## config.mk

```make
export PLATFORM = sky130hd
export DESIGN_NAME = instr_fetch
export DESIGN_NICKNAME = d
export VERILOG_FILES = /design/src/rtl/instr_fetch.sv
export SDC_FILE = /design/constraint.sdc
export NUM_CORES = 1
export LEC_CHECK = 0
export ABC_AREA = 1
export CAP_MARGIN = 20
export CORE_UTILIZATION = 56
export CTS_CLUSTER_SIZE = 25
export DETAILED_ROUTE_END_ITERATION = 10
export DONT_BUFFER_PORTS = 1
export PLACE_DENSITY_LB_ADDON = 0.1
export SYNTH_ARGS = -nofsm -noshare
export SYNTH_HDL_FRONTEND = slang
export SYNTH_SLANG_ARGS = --single-unit
```

## constraint.sdc

```tcl
create_clock -name I_CLK -period 4.2 [get_ports I_CLK]
set_input_delay 0.84 -clock I_CLK [delete_from_list [all_inputs] [get_ports I_CLK]]
set_output_delay 0.84 -clock I_CLK [all_outputs]
set_load 0.05 [all_outputs]
```

## src/rtl/instr_fetch.sv

```systemverilog
// instr_fetch: CR16 fetch responder -- issues instruction-memory reads, tracks in-flight tags and
// buffers returned words in a first-word-fall-through FIFO. Optional stats: INSTR_FETCH_STATS_EN.
module instr_fetch #(
   parameter int unsigned P_ADDRESS_WIDTH = 16,
   parameter int unsigned P_DATA_WIDTH    = 16,
   parameter int unsigned P_MEM_LATENCY   = 1,
   parameter int unsigned P_FIFO_DEPTH    = 4
) (
   input  logic                       I_CLK,
   input  logic                       I_RESET,
   input  logic [P_ADDRESS_WIDTH-1:0] I_ADDRESS,
   input  logic                       I_ADDRESS_VALID,
   output logic                       O_ADDRESS_READY,
   output logic [P_ADDRESS_WIDTH-1:0] O_MEM_ADDRESS,
   output logic                       O_MEM_READ,
   input  logic [P_DATA_WIDTH-1:0]    I_MEM_DATA,
   input  logic                       I_FLUSH,
   output logic [P_DATA_WIDTH-1:0]    O_INSTR,
   output logic [P_ADDRESS_WIDTH-1:0] O_INSTR_ADDRESS,
   output logic                       O_INSTR_VALID,
`ifdef INSTR_FETCH_STATS_EN
   output logic [15:0]                O_FETCH_COUNT,
   output logic [15:0]                O_DISCARD_COUNT,
`endif
   input  logic                       I_INSTR_READY
);

   localparam int unsigned LP_PTR_W = $clog2(P_FIFO_DEPTH);
   localparam int unsigned LP_CNT_W = $clog2(P_FIFO_DEPTH) + 1;
   localparam int unsigned LP_SUM_W = LP_CNT_W + 1;

   logic                       accept;
   logic                       credit_ok;
   logic [LP_SUM_W-1:0]        pending_sum;

   logic [P_MEM_LATENCY-1:0]   stage_valid_q;
   logic [P_ADDRESS_WIDTH-1:0] stage_addr_q [P_MEM_LATENCY];
   logic                       ret_valid;
   logic [P_ADDRESS_WIDTH-1:0] ret_addr;
   logic [LP_CNT_W-1:0]        inflight_count_q;
   logic [LP_CNT_W-1:0]        inflight_count_d;

   logic [P_DATA_WIDTH-1:0]    fifo_data_q [P_FIFO_DEPTH];
   logic [P_ADDRESS_WIDTH-1:0] fifo_addr_q [P_FIFO_DEPTH];
   logic [LP_PTR_W-1:0]        wr_ptr_q;
   logic [LP_PTR_W-1:0]        rd_ptr_q;
   logic [LP_CNT_W-1:0]        fifo_count_q;
   logic [LP_CNT_W-1:0]        fifo_count_d;
   logic                       push;
   logic                       pop;

   // Credit counts buffered plus outstanding reads, so a returning word always has a slot.
   always_comb begin
      pending_sum     = {1'b0, fifo_count_q} + {1'b0, inflight_count_q};
      credit_ok       = pending_sum < LP_SUM_W'(P_FIFO_DEPTH);
      O_ADDRESS_READY = !I_RESET && !I_FLUSH && credit_ok;
      accept          = I_ADDRESS_VALID && O_ADDRESS_READY;
      O_MEM_ADDRESS   = I_ADDRESS;
      O_MEM_READ      = accept;
   end

   always_comb begin
      ret_valid = stage_valid_q[P_MEM_LATENCY-1];
      ret_addr  = stage_addr_q[P_MEM_LATENCY-1];
      push      = ret_valid && !I_FLUSH;
      pop       = O_INSTR_VALID && I_INSTR_READY && !I_FLUSH;
   end

   // Tag pipeline: stage 0 is loaded in the read cycle, the last stage lines up with the data.
   always_ff @(posedge I_CLK or posedge I_RESET) begin
      if (I_RESET) begin
         stage_valid_q <= '0;
         for (int i = 0; i < P_MEM_LATENCY; i++) begin
            stage_addr_q[i] <= '0;
         end
      end else begin
         stage_valid_q[0] <= accept;
         stage_addr_q[0]  <= I_ADDRESS;
         for (int i = 1; i < P_MEM_LATENCY; i++) begin
            stage_valid_q[i] <= stage_valid_q[i-1] && !I_FLUSH;
            stage_addr_q[i]  <= stage_addr_q[i-1];
         end
      end
   end

   always_comb begin
      if (I_FLUSH) begin
         inflight_count_d = '0;
      end else begin
         inflight_count_d = inflight_count_q + LP_CNT_W'(accept) - LP_CNT_W'(ret_valid);
      end
   end

   always_comb begin
      if (I_FLUSH) begin
         fifo_count_d = '0;
      end else begin
         fifo_count_d = fifo_count_q + LP_CNT_W'(push) - LP_CNT_W'(pop);
      end
   end

   always_ff @(posedge I_CLK or posedge I_RESET) begin
      if (I_RESET) begin
         inflight_count_q <= '0;
         fifo_count_q     <= '0;
         wr_ptr_q         <= '0;
         rd_ptr_q         <= '0;
      end else begin
         inflight_count_q <= inflight_count_d;
         fifo_count_q     <= fifo_count_d;
         if (I_FLUSH) begin
            wr_ptr_q <= '0;
            rd_ptr_q <= '0;
         end else begin
            if (push) begin
               wr_ptr_q <= wr_ptr_q + LP_PTR_W'(1);
            end
            if (pop) begin
               rd_ptr_q <= rd_ptr_q + LP_PTR_W'(1);
            end
         end
      end
   end

   // Buffer storage needs no reset: the head is masked whenever the count is zero.
   always_ff @(posedge I_CLK) begin
      if (push) begin
         fifo_data_q[wr_ptr_q] <= I_MEM_DATA;
         fifo_addr_q[wr_ptr_q] <= ret_addr;
      end
   end

   always_comb begin
      O_INSTR_VALID   = fifo_count_q != '0;
      O_INSTR         = O_INSTR_VALID ? fifo_data_q[rd_ptr_q] : '0;
      O_INSTR_ADDRESS = O_INSTR_VALID ? fifo_addr_q[rd_ptr_q] : '0;
   end

`ifdef INSTR_FETCH_STATS_EN
   logic [15:0] fetch_count_q;
   logic [15:0] discard_count_q;
   logic [16:0] discard_sum;

   always_comb begin
      discard_sum = {1'b0, discard_count_q} + 17'(pending_sum);
   end

   always_ff @(posedge I_CLK or posedge I_RESET) begin
      if (I_RESET) begin
         fetch_count_q   <= '0;
         discard_count_q <= '0;
      end else begin
         if (pop && (fetch_count_q != 16'hFFFF)) begin
            fetch_count_q <= fetch_count_q + 16'd1;
         end
         if (I_FLUSH) begin
            discard_count_q <= discard_sum[16] ? 16'hFFFF : discard_sum[15:0];
         end
      end
   end

   assign O_FETCH_COUNT   = fetch_count_q;
   assign O_DISCARD_COUNT = discard_count_q;
`endif

endmodule

```

==> qor.yml, run 1 <==
outcome:
  status: "complete, no violations"
setup_path:
  cp_cell_sequence: "inv_1 -> buf_4 -> nand3_1 -> a21oi_1 -> buf_4"
  critPathMaxFanout: 19
  required_ps: 3360
  worstSetupEndpointType: "output pin"
  crit_slowest_cell: "inv_1"
  crit_path_max_incr_delay_ps: 540
  critPathArrivalTime_ps: 2240
  startpoint_type: "register"
  critPathKind: "register to output pin"
  crit_path_frequent_cell: "buf_4"
floorplan:
  core_sq_mm: 0.01142
  io_pins: 88
  start_util_pct: 57.24
  design.die.area_sq_mm: 0.01211
  num_rows: 39
  fp.dieH_microns: 110.0
  die_w_microns: 110.0
global_route:
  antenna_found_initial: 1
  track_usage_pct: 22.02
  grt_max_degree: 68
  grt_pass1_vias: 3784
  grt_first_pass_wirelength_microns: 19000
  overflow: 0
logic_synthesis:
  synth_common_cells: "nand2_1, edfxtp_1, inv_1"
  synth_edf_count: 128
  synth.area.top_cells: "edfxtp_1, nand2_1, dfrtp_1"
  synth_area_per_cell_sq_um: 10.97
  synth_area_leader_cell: "edfxtp_1"
  yosysMostFrequentCell: "nand2_1"
  synthFlopType: "edfxtp_1"
  synth-seq-area-share_pct: 69.14
  async_reset_ff_share_pct: 17.42
  ys_ff_latch: 155
  ys_warn_count: 0
  syn_area_sq_mm: 0.006536
  synth_nets: 645
  yosysTopAreaCellShare_pct: 58.81
  ys_types: 18
  syn_inst: 596
clock_tree:
  cts_hold_buf: 0
  clkSlewWorstSetupHoldPaths_ps: 60
  cts_tree: "done"
  cts_buffers: 17
  postCtsSetupBuffers: 0
  cts_sinks: 155
  clock_latency_ps: 420
  h-tree-depth: 4
  clock_path_buffers: 2
  root_buffer: "clkbuf_16"
  cts_resized: 0
route:
  finalWirelength_microns: 12350
  dr_total_vias: 3942
  detail-route-antenna-nets: 0
  firstDrtPassIters: 5
  drtIter0Drc: 208
  viasPerCell: 5.080
  drc: 0
  wire_per_inst_microns: 15.91
finish:
  seq_area_sq_mm: 0.004521
  fin_cells: 776
  drive_gt1_share_pct: 13.45
  layout.nets: 668
  syn_to_final_growth_pct: 13.28
  fin_util_pct: 64.85
  fill_cells: 884
  multi_input_area_sq_mm: 0.001436
timing:
  fin_skew_ps: 5.910
  post-route-period-util_pct: 73.41
  tightest_slew_ps: 745.3
  layout_min_cycle_time_ps: 3083
  rsz0062_at_grt: "no"
  clock.fmax_mhz: 324.4
  finalHoldViolations: 0
  finalSetupViolations: 0
  max_slew_margin_pct: 50.32
  tns_ps: 0
  report.final.slew_viol_count: 0
pwr:
  ir_drop_mv: 0.4192
  p_leak_nw: 3.208
  power_density_mw_per_mm2: 684.2
worst_hold_path:
  hp-class: "input port to asynchronous set/reset pin"
placed_design:
  gp_congestion: 0.7825
  portBuffers: 0
  dp_hpwl_microns: 7357
  placed_cells_incl_taps: 743
run:
  cap_violations: 0
## flip-flops by register name (all words and copies together), names as in the netlist
| name | flops |
|---|---|
| inflight_count_q | 3 |
| ret_addr | 16 |
| fifo_count_q | 3 |
| fifo_addr_q | 64 |
| rd_ptr_q | 2 |
| wr_ptr_q | 2 |
| ret_valid | 1 |
| fifo_data_q | 64 |
## worst max-delay path, delay by kind of cell, from the launching register on
kind            cells  cell delay, ps
compound gates      1             220
flops               1             370
simple gates        1             110
buf+inv             3            1130
## layer usage
layer	share of wire (%)	wire length, microns	track usage [%]
met5	0	0	0
met4	1.0	124	8.952
met3	5.8	715	5.467
met2	51	6259	36.83
met1	42	5245	27.51
## stage by stage
step / power (mW) / hold WS [ps] / setup slack, ps / instance area [sq um]
after CTS: 5.106 / 410.9 / 1077 / 7402
after floorplan: 3.168 / 454.7 / 297.4 / 6536
final: 5.066 / 408.3 / 1117 / 7405
after global placement: 3.555 / 472.5 / 1516 / 6800
after global routing: 5.293 / 431.0 / 982.8 / 7405
after detailed placement: 3.577 / 489.6 / 1460 / 6800
## cells in the final DEF (no fill, tap or decap), drive strengths merged
master,count
nand2,207
edfxtp,128
inv,85
buf,46
nand3,38
a21oi,34
dfrtp,27
clkbuf,19
nor2,18
ha,10
clkinv,6
clkinvlp,4
bufinv,3
nand4,2
fa,2
diode,1
nor3b,1
or2,1
o21ai,1
## final timing paths
| path | from | endpoint | slack (ps) | depth (start not counted) |
|---|---|---|---|---|
| max | rd_ptr_q[1] | O_INSTR_ADDRESS[11] | 1120 | 5 |
| min | I_RESET | ret_addr[13] | 410 | 2 |
| max reg2reg | fifo_count_q[1] | fifo_count_q[2] | 1700 | 11 |
| min reg2reg | ret_addr[8] | fifo_addr_q[3][8] | 500 | 0 |
| max in group asynchronous | I_RESET | rd_ptr_q[0] | 3490 | 2 |
| min in group I_CLK | I_ADDRESS[15] | ret_addr[15] | 450 | 0 |
## area by class of cell
class | count | area share [%]
antenna | 1 | 0.03380
sequential | 155 | 61.05
inverter | 85 | 4.309
tap | 143 | 2.416
clock inverter | 13 | 2.011
clock buffer | 19 | 6.117
multi-input combinational | 314 | 19.40
timing repair buffer | 46 | 4.664
## report_power, final
part           internal (mW)  total (mW)  switching [mW]  leakage (nW)
clock network          0.956        1.52           0.568         0.288
logic                  0.462        1.78            1.32          1.43
registers               1.72        1.76          0.0377          1.49
## cell families (layout without fill, tap and decap cells)
logic type               count (synthesis)  in the layout  synth area share, %
AND/OR/NAND/NOR                        267            267                16.23
flip-flops                             155            155                69.14
buffers and inverters                  127            163                9.418
AO/OA/AOI/OAI                           35             35                2.680
adder cells (fa/ha/maj)                 12             12                2.527
other                                    0              1                    0
No activity file was read; power rests on OpenSTA's default activity.
==> run 2: changes to the inputs <==
- clock period: 4.2 -> 3.1 ns (I/O delays scaled with it)
==> run 2 against run 1 <==
  * Final cell count rose by 0.26%
  * Sequential share of layout area fell by 0.99 points
  * Sequential cell count did not move
  * Clock power rose by 51%
  * Global-route usage rose by 0.15 points
  * Hold slack got worse by 200 ps
  * First-iteration DRC count rose by 42%
  * Power rose by 41%
  * Register-to-register slack got worse by 870 ps
  * Combinational power rose by 38%
  * Critical path depth rose by 2
  * Largest power group unchanged
  * Highest routed layer unchanged
==> qor.yml, run 2 (synthesis gave the netlist of run 1 again) <==
floorplan:
  fp.dieH_microns: 110.0
  start_util_pct: 57.24
  die_w_microns: 110.0
  core_sq_mm: 0.01142
  num_rows: 39
  design.die.area_sq_mm: 0.01211
  io_pins: 88
placed_design:
  dp_hpwl_microns: 7076
  place_area_sq_mm: 0.006859
  gp_congestion: 0.7921
  pre_cts_ws_ps: 693.6
  portBuffers: 0
  placed_cells_incl_taps: 745
clock_tree:
  clkSlewWorstSetupHoldPaths_ps: 60
  clock_path_buffers: 2
  postCtsSetupBuffers: 0
  root_buffer: "clkbuf_16"
  cts_hold_buf: 0
  cts_tree: "done"
  cts_buffers: 17
  cts_resized: 0
  h-tree-depth: 4
  cts_sinks: 155
  clock_latency_ps: 410
timing:
  fin_hold_ws_ps: 207.8
  setup_slack_ps: 526.1
  layout_min_cycle_time_ps: 2574
  tightest_slew_ps: 657.8
  finalSetupViolations: 0
  fin_skew_ps: 6.278
  finalHoldViolations: 0
  tns_ps: 0
  rsz0062_at_grt: "no"
  max_slew_margin_pct: 56.04
  report.final.slew_viol_count: 0
  post-route-period-util_pct: 83.03
  clock.fmax_mhz: 388.5
route:
  viasPerCell: 5.058
  firstDrtPassIters: 4
  finalWirelength_microns: 12250
  drc: 0
  detail-route-antenna-nets: 0
  drtIter0Drc: 296
  dr_total_vias: 3935
  wire_per_inst_microns: 15.75
global_route:
  grt_first_pass_wirelength_microns: 19260
  grtUsageMet2_pct: 35.98
  antenna_found_initial: 1
  overflow: 0
  grt_use_met3_pct: 5.467
  grt.busiest_layer: "met2"
  grt_max_degree: 66
  track_usage_pct: 22.17
  met1_usage_pct: 29.07
  grt_pass1_vias: 3847
finish:
  layout.nets: 670
  fin_util_pct: 65.92
  finalInstanceArea_sq_mm: 0.007527
  seq_area_sq_mm: 0.004521
  multi_input_area_sq_mm: 0.001443
  final_cell_mix: "nand2_1, edfxtp_1, inv_1"
  fill_cells: 875
  syn_to_final_growth_pct: 15.16
  drive_gt1_share_pct: 13.72
  fin_cells: 778
  final_common_cell: "nand2_1"
setup_path:
  critPathMaxFanout: 17
  critPathKind: "register to output pin"
  rrSetupSlack_ps: 830
  required_ps: 2480
  worstSetupEndpointType: "output pin"
  critPathArrivalTime_ps: 1950
  startpoint_type: "register"
pwr:
  p_leak_nw: 3.277
  ir_drop_mv: 0.5674
  p_total_mw: 7.121
  power_density_mw_per_mm2: 946.1
run:
  cap_violations: 0
outcome:
  status: "complete, no violations"
worst_hold_path:
  hp-class: "input port to asynchronous set/reset pin"
run 2: cell count changes in the layout (fill, tap and decap cells not counted), moves of 2 or more:
cell / delta
buf_12: +3
bufinv_16: +3
clkinv_4: +2
clkinvlp_4: -4
run 2: metal layers:
layer / part of all wire (%) / vias up
li1: - / 1952
met1: 44 / 1878
met2: 50 / 99
met3: 5.5 / 6
met4: 0.67 / 0
met5: 0 / -
run 2: path summary, 6_finish.rpt:
kind | startpoint | end | depth (start not counted)
max reg2reg | inflight_count_q[2] | inflight_count_q[2] | 10
min in group I_CLK | I_ADDRESS[6] | ret_addr[6] | 0
min | I_RESET | ret_addr[6] | 2
max | fifo_count_q[1] | O_INSTR_ADDRESS[15] | 7
min reg2reg | ret_addr[2] | fifo_addr_q[3][2] | 0
max in group asynchronous | I_RESET | rd_ptr_q[0] | 2
run 2: cell type report:
class                   count  area share (%)
inverters                  85           4.239
multi-input cells         314           19.17
repair buffers             48           5.286
flip-flops and latches    155           60.06
clock buffers              19           5.884
clock inverters            13           2.959
well taps                 143           2.377
diodes                      1         0.03324
run 2: critical path, cell delays in order, from the launching register on:
cell and delay, ps:
dfrtp_1 420, nor2_1 80, nand2_1 60, buf_4 220, inv_1 80, buf_4 210
a21oi_1 220, buf_4 240
run 2: power by group:
part	internal [mW]	switching [mW]	total (mW)	leakage, nW
clock	1.53	0.764	2.29	0.330
combinational	0.654	1.79	2.45	1.46
sequential	2.33	0.0517	2.39	1.49
==> run 3: changes to the inputs <==
- clock period: 3.1 -> 2.35 ns (I/O delays scaled with it)
==> run 3 against run 2 <==
  * Non-clock buffer count rose by 9
  * Largest power group unchanged
  * Highest routed layer unchanged
  * Sequential cell count unchanged
  * Clock power rose by 15%
  * First-iteration DRC count shrank 28%
  * Die area did not move
  * Register-to-register slack worse by 660 ps
  * Critical path type unchanged
  * Largest cell class unchanged
  * Hold slack worse by 170 ps
==> qor.yml, run 3 (synthesis gave the netlist of run 1 again) <==
floorplan:
  core_sq_mm: 0.01142
  start_util_pct: 57.24
  design.die.area_sq_mm: 0.01211
  fp.dieH_microns: 110.0
  num_rows: 39
  io_pins: 88
  die_w_microns: 110.0
setup_path:
  rr_worst_depth: 12
  critPathKind: "register to output pin"
  critPathArrivalTime_ps: 1820
  required_ps: 1880
  crit-reg2reg-launch: "fifo_count_q[1]"
  startpoint_type: "register"
  critPathMaxFanout: 13
  worstSetupEndpointType: "output pin"
  regToRegEndpoint: "fifo_count_q[2]"
  rrSetupSlack_ps: 170
route:
  drc: 0
  drtIter0Drc: 212
  dr_total_vias: 4040
  finalWirelength_microns: 12990
  wire_per_inst_microns: 16.50
  viasPerCell: 5.133
  firstDrtPassIters: 4
  detail-route-antenna-nets: 0
global_route:
  grt_first_pass_wirelength_microns: 19240
  track_usage_pct: 22.54
  grt_max_degree: 68
  overflow: 0
  antenna_found_initial: 1
  grt_pass1_vias: 3871
timing:
  report.final.slew_viol_count: 0
  fin_skew_ps: 8.480
  finalSetupViolations: 0
  tightest_slew_ps: 477.4
  post-route-period-util_pct: 97.45
  tns_ps: 0
  max_slew_margin_pct: 68.17
  clock.fmax_mhz: 436.6
  layout_min_cycle_time_ps: 2290
  finalHoldViolations: 0
placed_design:
  portBuffers: 0
  gp_congestion: 0.7327
  place_area_sq_mm: 0.007066
  placed_cells_incl_taps: 748
  dp_hpwl_microns: 7069
finish:
  finalInstanceArea_sq_mm: 0.007781
  fill_cells: 820
  fin_cells: 787
  drive_gt1_share_pct: 20.84
  syn_to_final_growth_pct: 19.05
  final_common_cell: "nand2_1"
  layout.nets: 679
  final_cell_mix: "nand2_1, edfxtp_1, inv_1"
clock_tree:
  cts_sinks: 155
  root_buffer: "clkbuf_16"
  cts_buffers: 17
  h-tree-depth: 4
  clock_latency_ps: 420
  cts_tree: "done"
  clkSlewWorstSetupHoldPaths_ps: 60
  clock_path_buffers: 2
run:
  cap_violations: 0
outcome:
  status: "complete, no violations"
pwr:
  ir_drop_mv: 1.023
  power_density_mw_per_mm2: 1252
  p_total_mw: 9.742
  p_leak_nw: 3.295
worst_hold_path:
  hp-class: "input port to asynchronous set/reset pin"
-- run 3: how the worst max path moves through the flow --
stage	from	depth (start not counted)	end
6_report	fifo_count_q[1]	7	O_INSTR[4]
4_1_cts	fifo_count_q[1]	6	O_INSTR_ADDRESS[7]
3_3_place_gp	fifo_count_q[1]	11	fifo_count_q[2]
2_1_floorplan	I_FLUSH	4	fifo_addr_q[0][0]
3_5_place_dp	fifo_count_q[1]	12	fifo_count_q[2]
5_1_grt	fifo_count_q[1]	7	O_INSTR_ADDRESS[3]
-- run 3: cell type report --
type                            count  area [sq um]  share of cell area [%]
Tap cell                          143         178.9                   2.299
Antenna cell                        1         2.502                 0.03216
Clock inverter                     12         137.6                   1.769
Multi-Input combinational cell    314          1573                   20.21
Inverter                           85         337.8                   4.342
Clock buffer                       20         436.7                   5.612
Sequential cell                   155          4522                   58.11
Timing Repair Buffer               57         593.1                   7.622
-- run 3: per-layer routing --
layer	wire length [microns]	global-route usage [%]	share of wire (%)
met5	0	0	0
met4	270	10.86	2.1
met3	841	6.526	6.5
met2	6500	36.88	50
met1	5377	27.61	41
-- run 3: critical path, cell delays in order (launching register included) --
cell and delay (ps):
dfrtp_2 440, nor2_2 170, nand2_2 130, inv_4 140, buf_12 120, buf_12 160, a21oi_2 50, buf_4 180
-- run 3: where the power goes --
| part | switching [mW] | internal [mW] |
|---|---|---|
| Combinational | 2.66 | 1.29 |
| Clock | 1.06 | 1.57 |
| Sequential | 0.0864 | 3.08 |
| Total | 3.80 | 5.94 |
-- run 3: metrics by stage --
stage / utilization (%) / hold slack, ps / setup slack [ps]
after detailed placement: 61.88 / 473.7 / 188.0
after floorplan: - / 374.8 / -357.3
after CTS: 67.59 / 39.79 / 2.592
after global routing: 68.15 / 55.29 / -17.72
final: 68.15 / 38.88 / 59.82
after global placement: 61.88 / 456.9 / 324.6
-- run 3: repair_timing --
action                                  CTS  global route
gates resized for setup                   4            11
gates cloned                              1             1
hold buffers                              0             0
setup buffers                             3             1
endpoints found under the setup margin   27            28
